--- src/rtl/leg_solver.sv ---
// Leg solver: y = isqrt(r*r - x*x) using a restoring square root that resolves one bit per cycle.
// Optional LEG_SOLVER_ROUND_EN rounds the result to nearest instead of truncating.
module leg_solver #(
  parameter int unsigned W = 8
) (
  input  logic         clk,
  input  logic         rst,
  input  logic         in_valid,
  output logic         in_ready,
  input  logic [W-1:0] r,
  input  logic [W-1:0] x,
  output logic         out_valid,
  input  logic         out_ready,
  output logic [W-1:0] y,
  output logic         err
);

  localparam int unsigned DW = 2 * W;
  localparam int unsigned RW = W + 2;
  localparam int unsigned TW = W + 4;
  localparam int unsigned CW = (W > 1) ? $clog2(W) : 1;

  localparam logic [1:0] S_IDLE = 2'd0;
  localparam logic [1:0] S_CALC = 2'd1;
  localparam logic [1:0] S_DONE = 2'd2;

  logic [1:0]    state_q, state_d;
  logic [DW-1:0] rad_q, rad_d;
  logic [RW-1:0] rem_q, rem_d;
  logic [W-1:0]  root_q, root_d;
  logic [CW-1:0] cnt_q, cnt_d;
  logic [W-1:0]  y_q, y_d;
  logic          err_q, err_d;
  logic          in_ready_q, in_ready_d;
  logic          out_valid_q, out_valid_d;

  logic [DW-1:0] diff_c;
  logic [TW-1:0] lhs_c, rhs_c;
  logic          fits_c;
  logic [RW-1:0] rem_step_c;
  logic [W-1:0]  root_step_c;
  logic [W-1:0]  y_fin_c;

  // Radicand: the x <= r check guarantees the difference is non-negative.
  always_comb begin
    diff_c = (DW'(r) * DW'(r)) - (DW'(x) * DW'(x));
  end

  // One restoring-sqrt step on the top two radicand bits.
  always_comb begin
    lhs_c       = {rem_q, rad_q[DW-1 -: 2]};
    rhs_c       = TW'({root_q, 2'b01});
    fits_c      = (lhs_c >= rhs_c);
    rem_step_c  = fits_c ? RW'(lhs_c - rhs_c) : RW'(lhs_c);
    root_step_c = W'({root_q, fits_c});
  end

  // Final result; rounding only bumps when the remainder exceeds the root.
  always_comb begin
    y_fin_c = root_step_c;
`ifdef LEG_SOLVER_ROUND_EN
    if (rem_step_c > RW'(root_step_c)) begin
      y_fin_c = root_step_c + W'(1);
    end
`endif
  end

  always_comb begin
    state_d     = state_q;
    rad_d       = rad_q;
    rem_d       = rem_q;
    root_d      = root_q;
    cnt_d       = cnt_q;
    y_d         = y_q;
    err_d       = err_q;
    in_ready_d  = in_ready_q;
    out_valid_d = out_valid_q;

    case (state_q)
      S_IDLE: begin
        if (in_valid) begin
          in_ready_d = 1'b0;
          if (x > r) begin
            err_d       = 1'b1;
            y_d         = '0;
            out_valid_d = 1'b1;
            state_d     = S_DONE;
          end else begin
            err_d   = 1'b0;
            rad_d   = diff_c;
            rem_d   = '0;
            root_d  = '0;
            cnt_d   = CW'(W - 1);
            state_d = S_CALC;
          end
        end
      end

      S_CALC: begin
        rad_d  = rad_q << 2;
        rem_d  = rem_step_c;
        root_d = root_step_c;
        cnt_d  = cnt_q - CW'(1);
        if (cnt_q == '0) begin
          y_d         = y_fin_c;
          out_valid_d = 1'b1;
          state_d     = S_DONE;
        end
      end

      S_DONE: begin
        if (out_ready) begin
          out_valid_d = 1'b0;
          in_ready_d  = 1'b1;
          state_d     = S_IDLE;
        end
      end

      default: begin
        out_valid_d = 1'b0;
        in_ready_d  = 1'b1;
        state_d     = S_IDLE;
      end
    endcase
  end

  always_ff @(posedge clk) begin
    if (rst) begin
      state_q     <= S_IDLE;
      rad_q       <= '0;
      rem_q       <= '0;
      root_q      <= '0;
      cnt_q       <= '0;
      y_q         <= '0;
      err_q       <= 1'b0;
      in_ready_q  <= 1'b1;
      out_valid_q <= 1'b0;
    end else begin
      state_q     <= state_d;
      rad_q       <= rad_d;
      rem_q       <= rem_d;
      root_q      <= root_d;
      cnt_q       <= cnt_d;
      y_q         <= y_d;
      err_q       <= err_d;
      in_ready_q  <= in_ready_d;
      out_valid_q <= out_valid_d;
    end
  end

  assign in_ready  = in_ready_q;
  assign out_valid = out_valid_q;
  assign y         = y_q;
  assign err       = err_q;

endmodule

--- config.mk ---
export PLATFORM = sky130hd
export DESIGN_NAME = leg_solver
export DESIGN_NICKNAME = d
export VERILOG_FILES = /design/src/rtl/leg_solver.sv
export SDC_FILE = /design/constraint.sdc
export NUM_CORES = 1
export LEC_CHECK = 0
export BUFFER_PORTS_ARGS = -buffer_cell sky130_fd_sc_hd__buf_2
export CORE_MARGIN = 3
export CORE_UTILIZATION = 50
export CTS_CLUSTER_SIZE = 12
export DETAILED_ROUTE_END_ITERATION = 16
export PLACE_DENSITY = 0.67
export SKIP_LAST_GASP = 1
export SLEW_MARGIN = 20
export SYNTH_ARGS = -nofsm -noshare
export SYNTH_HDL_FRONTEND = slang
export SYNTH_SLANG_ARGS = --single-unit
export TNS_END_PERCENT = 5
--- constraint.sdc ---
create_clock -name clk -period 6.7 [get_ports clk]
set_input_delay 0.67 -clock clk [delete_from_list [all_inputs] [get_ports clk]]
set_output_delay 0.67 -clock clk [all_outputs]
set_load 0.05 [all_outputs]
==> results.md, run 1 <==
* Clk Latency, worst-skew pair at between 0.2 and 0.3 ns
* Crit-path max cell delay at 0.54 ns
* Placer Congestion at just under 0.9
* Global-route wire length before repair at between 20 and 25 mm
* Wire per inst at between 15 and 20 um
* Routed wire length at about 14 mm
* Synthesized area at roughly 0.0064 mm2
* Row Count at 40
* Net count after synthesis at 920
* Clock Sinks at 50
* Max Fanout on Critical Path at 8
* Worst R2R Path Depth at 5
* Buffers on Ports at 30
* Flop2flop setup slack at 3.74 ns
* Worst r2r src: state_q[1]
* Layout Cells excl Fill at ~930
* Hold Vio Cnt, Final at 0
* Setup Fix Bufs, Post-CTS at 0
* Cell mode on critical path: fa_1
* Slowest cell on the critical path: fa_1
* Worst min path class: flip-flop to flip-flop
* Antenna Nets Post-Route at 0
* # Max-Cap Violations at 0
* Bufs on Longest Clock Path at 2
* Num CTS Buffers at 5
* Initial Utilization at a little over half
* Layout cells sized above 1 at 6.98%
* Drt pass-1 iters at 6
* Setup TNS at 0 ns
* Max-slew headroom at 46.4%
* GR Util met2 at 34.9%
* CP top delay family: adder cells
* FF+latch count, synth at 50
* GR Overflow Total at 0
* Most frequent cells in the layout: inv_1, nand2_1, fa_1
* Inserted Diodes at 0
* Number of synthesized flops with an enable pin at 0
* Placed cells at slightly above 900
* Highest clock rate at 171 MHz
* Die area at between 0.01 and 0.015 mm2
* Post-CTS Resized at 0
* Fill cells at approximately 1200
* Final Cell Area at around 0.0068 mm2
* RSZ-0062 raised after global routing: false
* Core Footprint at 0.0122 mm2
* Placed inst area at roughly 0.0066 mm2
* Crit Path Category: input pin to flip-flop
* Sequential fraction of the synthesis area at between 10% and 20%
* Worst-path cell chain: buf_2, inv_1, nor2_1, fa_1, fa_1, inv_1, fa_1, inv_1, fa_1, fa_1, inv_1, fa_1, inv_1, ha_1, a211oi_1, o211ai_1, nand3_1, o21ai_0, or4_1, a32o_1
* Met1 GRT Util at between 20 and 30%
* Layout area overhead at 7.02%
* WP buf/inv at 6
* CTS root buf: clkbuf_16
* Worst setup path endpoint: rad_q[14]
* Most common cell after layout, fill and taps aside: inv_1
* R2R Path End: rem_q[1]
* Final Slew Violations at 0
* Clk slew on worst S/H paths at 0.07 ns
* Die X at between 100 and 150 um
* Met3 Use GR at around 2.6%
* Final Critical Period at 5.84 ns
* Cell variety after synth at 63
* Number of global-route vias before repair at roughly 5300
* Global Route Usage Sum at 21.1%
* Initial drt markers at about 270
* Initial antenna violation count at 0
* Status: finished, final reports clean
* CTS tree: built
* Htree depth at 2
* Clk_skew at about 0.0061 ns
* Worst endpoint data arrival time at around 6 ns
* Die height at around 120 um
* GRT Max-Usage Layer: met2
* Final setup violation count at 0
* Mean Syn Cell Area at 8.52 um2
* Worst slack at placement at about 0.54 ns
* WP data required at 6.89 ns
* Levels on crit path at 20
* Yosys warns at 0
* CTS Hold Bufs at 0
* Final net count at 931
* IO Pins at 31
* Nature of the critical path startpoint: input pin
* Post-route DRC at 0
* Vias at 5082
* Ys flop type: dfxtp_1
* Post-DR vias/cell at 5.48
* Worst setup path start: r[3]
* Type of destination of the critical path: flip-flop
* Worst Tran Pin Value at 0.803 ns
* Post-synthesis async set-or-reset flop share at 0%
* Final WS setup at ~0.86 ns
* Fin crit share at between 80% and 90%
* Post-DP HPWL at around 12 mm
* Mapped Cells at approximately 750
* Pin count of the biggest net entering global routing at 26
## through the flow
step / hold slack, ns / util [%]
final: 0.453 / 55.8
after global routing: 0.483 / 55.8
after CTS: 0.457 / 55.8
after detailed placement: 0.447 / 54.2
after global placement: 0.438 / 54.2
after floorplan: 0.419 / -
## synth_stat cells (2+ instances only)
cell | count | area share, %
inv_1 | 152 | 9.0
nand2_1 | 85 | 5.0
fa_1 | 79 | 25
ha_1 | 74 | 15
dfxtp_1 | 50 | 16
a21oi_1 | 42 | 3.3
o21ai_0 | 34 | 2.7
nor2_1 | 33 | 1.9
clkbuf_1 | 21 | 1.2
xnor2_1 | 21 | 2.9
nor3_1 | 12 | 0.94
nand3_1 | 11 | 0.86
a22o_1 | 10 | 1.4
a21o_1 | 8 | 0.94
and2_1 | 8 | 0.79
a211oi_1 | 7 | 0.83
a311oi_1 | 6 | 0.83
mux2i_1 | 6 | 0.94
o21a_1 | 6 | 0.71
nor2b_1 | 5 | 0.49
o22ai_1 | 5 | 0.49
a32o_1 | 4 | 0.63
nand2b_1 | 4 | 0.39
nand4_1 | 4 | 0.39
o21ai_1 | 4 | 0.31
o32ai_1 | 4 | 0.55
buf_2 | 3 | 0.24
o2111ai_1 | 3 | 0.41
or3_1 | 3 | 0.29
xor2_1 | 3 | 0.41
a21boi_0 | 2 | 0.24
a221oi_1 | 2 | 0.28
a22oi_1 | 2 | 0.24
a41oi_1 | 2 | 0.28
and3_1 | 2 | 0.20
buf_6 | 2 | 0.35
mux2_2 | 2 | 0.35
## cell type report
| type | instances | area, um2 | area share, % |
|---|---|---|---|
| clock buffers | 6 | 139 | 2.04 |
| flip-flops and latches | 50 | 1000 | 14.7 |
| well taps | 168 | 210 | 3.08 |
| repair buffers | 31 | 158 | 2.31 |
| multi-input cells | 518 | 4680 | 68.6 |
| inverters | 152 | 571 | 8.37 |
| clock inverters | 2 | 60.1 | 0.881 |
## sequential cells by signal, indices dropped and copies added, names as in the netlist
signal and count:
rad_q 16, root_q 8, cnt_q 3, rem_q 10, in_ready 1, out_valid 1, err 1, state_q 2
y 8
## metal layers
metal / wire length, um / vias up
met1: 6620 / 2467
li1: - / 2467
met4: 171 / 0
met5: 0 / -
met2: 6770 / 132
met3: 658 / 16
## worst register-to-register path, delay by kind of cell (launching register included)
family | cells | cell delay (ns)
and+or+nand+nor | 2 | 0.86
AOI/OAI and AO/OA | 2 | 0.94
DFF | 1 | 0.62
buffers and inverters | 1 | 0.48
## worst min-delay path by stage
stage | from | endpoint | slack, ns | cells after the start
after floorplan | rem_q[8] | rem_q[8] | 0.42 | 2
after global placement | rad_q[4] | rad_q[4] | 0.44 | 2
after detailed placement | cnt_q[0] | cnt_q[0] | 0.45 | 2
after CTS | cnt_q[0] | cnt_q[0] | 0.46 | 2
after global routing | y[4] | y[4] | 0.48 | 1
final | rem_q[8] | rem_q[8] | 0.45 | 2
## cells by family after synthesis
family / Yosys count / synth area share (%)
buf+inv: 179 / 10.8
simple gates: 177 / 12.8
compound gates: 155 / 16.6
fa+ha+maj: 153 / 39.4
flops: 50 / 15.7
xor+xnor: 24 / 3.30
mux: 8 / 1.30
other cells: 1 / 0.0589
Power of run 1 is left out: the tool's default activity adds up to more than one toggle a clock period on the data nets, which glitch-free logic cannot reach.
==> run 2, diff against run 1 <==
==> constraint.sdc (replaced) <==
create_clock -name clk -period 7.05 [get_ports clk]
set_input_delay 0.705 -clock clk [delete_from_list [all_inputs] [get_ports clk]]
set_output_delay 0.705 -clock clk [all_outputs]
set_load 0.05 [all_outputs]
==> results.md, run 2 (same netlist as run 1, synthesis figures left out) <==
* Status: finished, final reports clean
* Number of global-route vias before repair at 5245 (-1.1%)
* Layout Cells excl Fill at 926 (-0.11%)
* Hold Vio Cnt, Final at 0 (unchanged)
* Initial Utilization at 52.1% (unchanged)
* Wire per inst at 15.2 um (-0.77%)
* Highest clock rate at 170 MHz
* Layout cells sized above 1 at 6.86% (-0.12 points)
* CTS root buf: clkbuf_16
* Drt pass-1 iters at 4 (-2)
* Type of destination of the critical path: flip-flop
* # Max-Cap Violations at 0 (unchanged)
* Setup Fix Bufs, Post-CTS at 0 (unchanged)
* Worst endpoint data arrival time at 6.06 ns (+0.03 ns)
* Crit-path max cell delay at 0.54 ns (about the same)
* Global Route Usage Sum at 21.2% (+0.13 points)
* Initial drt markers at 277 (+3.0%)
* Post-route DRC at 0 (unchanged)
* Top reg by flops: rad_q
* Clock Sinks at 50 (unchanged)
* Crit Path Category: input pin to flip-flop
* Post-DR vias/cell at 5.44 (-0.86%)
* Cell mode on critical path: fa_1
* Routed wire length at 14.1 mm (-0.88%)
* Placer Congestion at 0.888 (unchanged)
* Register area at 0.00100 mm2 (unchanged)
* Clk_skew at 0.00458 ns (-0.00154 ns)
* Multi-input gate area at 0.00468 mm2 (unchanged)
* Num CTS Buffers at 5 (unchanged)
* Vias at 5033 (-0.96%)
* Core Footprint at 0.0122 mm2 (unchanged)
* Post-DP HPWL at 11.6 mm (about the same)
* Worst slack at placement at 0.869 ns (+0.332 ns)
* Bufs on Longest Clock Path at 2 (unchanged)
* WP buf/inv at 6 (unchanged)
* Biggest regs: rad_q x16, rem_q x10
* Pin count of the biggest net entering global routing at 26 (unchanged)
* Global-route wire length before repair at 25.0 mm (+1.1%)
* Final WS setup at 1.18 ns (+0.322 ns)
* Fin crit share at between 80 and 90%
* Most frequent cells in the layout: inv_1, nand2_1, fa_1
* Setup TNS at 0 ns (unchanged)
* CTS tree: built
* Max-slew headroom at 47.9% (+1.5 points)
* Inserted Diodes at 0 (unchanged)
* Final Slew Violations at 0 (unchanged)
* Core Util, Final at 55.5% (-0.29 points)
* Post-CTS Resized at 0 (unchanged)
* Fill cells at 1144 (-0.61%)
* Final net count at 931 (unchanged)
* Die X at 119 um (unchanged)
* Worst min path class: flip-flop to flip-flop
* WP data required at 7.23 ns (+0.34 ns)
* CP top delay family: adder cells
* Final Critical Period at just under 6 ns
* Antenna Nets Post-Route at 0 (unchanged)
* Nature of the critical path startpoint: input pin
* IO Pins at 31 (unchanged)
* Placed cells at 919 (unchanged)
* Final setup violation count at 0 (unchanged)
* Worst Tran Pin Value at 0.781 ns (-0.0219 ns)
* RSZ-0062 raised after global routing: false
* Clk Latency, worst-skew pair at 0.29 ns (about the same)
* Die area at 0.0141 mm2 (unchanged)
* Layout area overhead at 6.46%
* Max Fanout on Critical Path at 8 (unchanged)
* Row Count at 40 (unchanged)
* Worst-path cell chain: buf_2, inv_1, nor2_1, fa_1, fa_1, inv_1, fa_1, inv_1, fa_1, fa_1, inv_1, fa_1, inv_1, ha_1, a211oi_1, o211ai_1, nand3_1, o21ai_0, or4_1, a32o_1
* Max reg flops at 16 (unchanged)
* Most common cell after layout, fill and taps aside: inv_1
* Buffers on Ports at 30 (unchanged)
* CTS Hold Bufs at 0 (unchanged)
* Initial antenna violation count at 0 (unchanged)
* Die height at 119 um (unchanged)
* Htree depth at 2 (unchanged)
* Clk slew on worst S/H paths at 0.07 ns (about the same)
* GR Overflow Total at 0 (unchanged)
* Slowest cell on the critical path: fa_1
## run 2: changes by cell type in the layout (fill, tap and decap cells not counted), sizes merged
cell	delta
bufinv	-1
clkbuf	-1
clkinv	+1
## run 2: worst reg2reg max path, cell delays in order, from the launching register on
cell and delay (ns):
dfxtp_1 0.63, inv_1 0.48, nand2_1 0.69, nand2_1 0.15, a41oi_2 0.66, nand2_1 0.13, o31ai_1 0.10
## run 2: layer usage
layer / track usage, % / up-vias / routed length (um)
li1: - / 2461 / -
met2: 34.4 / 101 / 6630
met1: 31.0 / 2459 / 6770
met3: 2.66 / 12 / 568
met5: 0 / - / 0
met4: 3.40 / 0 / 123
## run 2: layout make-up
cell class	instances	area share [%]
Clock buffer	5	1.85
Sequential cell	50	14.8
Tap cell	168	3.10
Clock inverter	2	0.572
Timing Repair Buffer	31	2.33
Inverter	152	8.42
Multi-Input combinational cell	518	69.0
## run 2: final timing paths
| path | start | to | slack [ns] | cells after the start |
|---|---|---|---|---|
| min | cnt_q[0] | cnt_q[0] | 0.45 | 2 |
| min reg2reg | cnt_q[0] | cnt_q[0] | 0.45 | 2 |
| max | r[3] | rad_q[14] | 1.18 | 20 |
| max reg2reg | state_q[1] | rem_q[7] | 4.11 | 6 |
## run 2: per-stage QoR
| step | area [um2] | hold WS, ns |
|---|---|---|
| global placement | 6620 | 0.438 |
| global route | 6780 | 0.486 |
| CTS | 6780 | 0.457 |
| finish | 6780 | 0.453 |
| detailed placement | 6620 | 0.447 |
| floorplan | 6370 | 0.419 |
Power of run 2 is left out for the same reason.
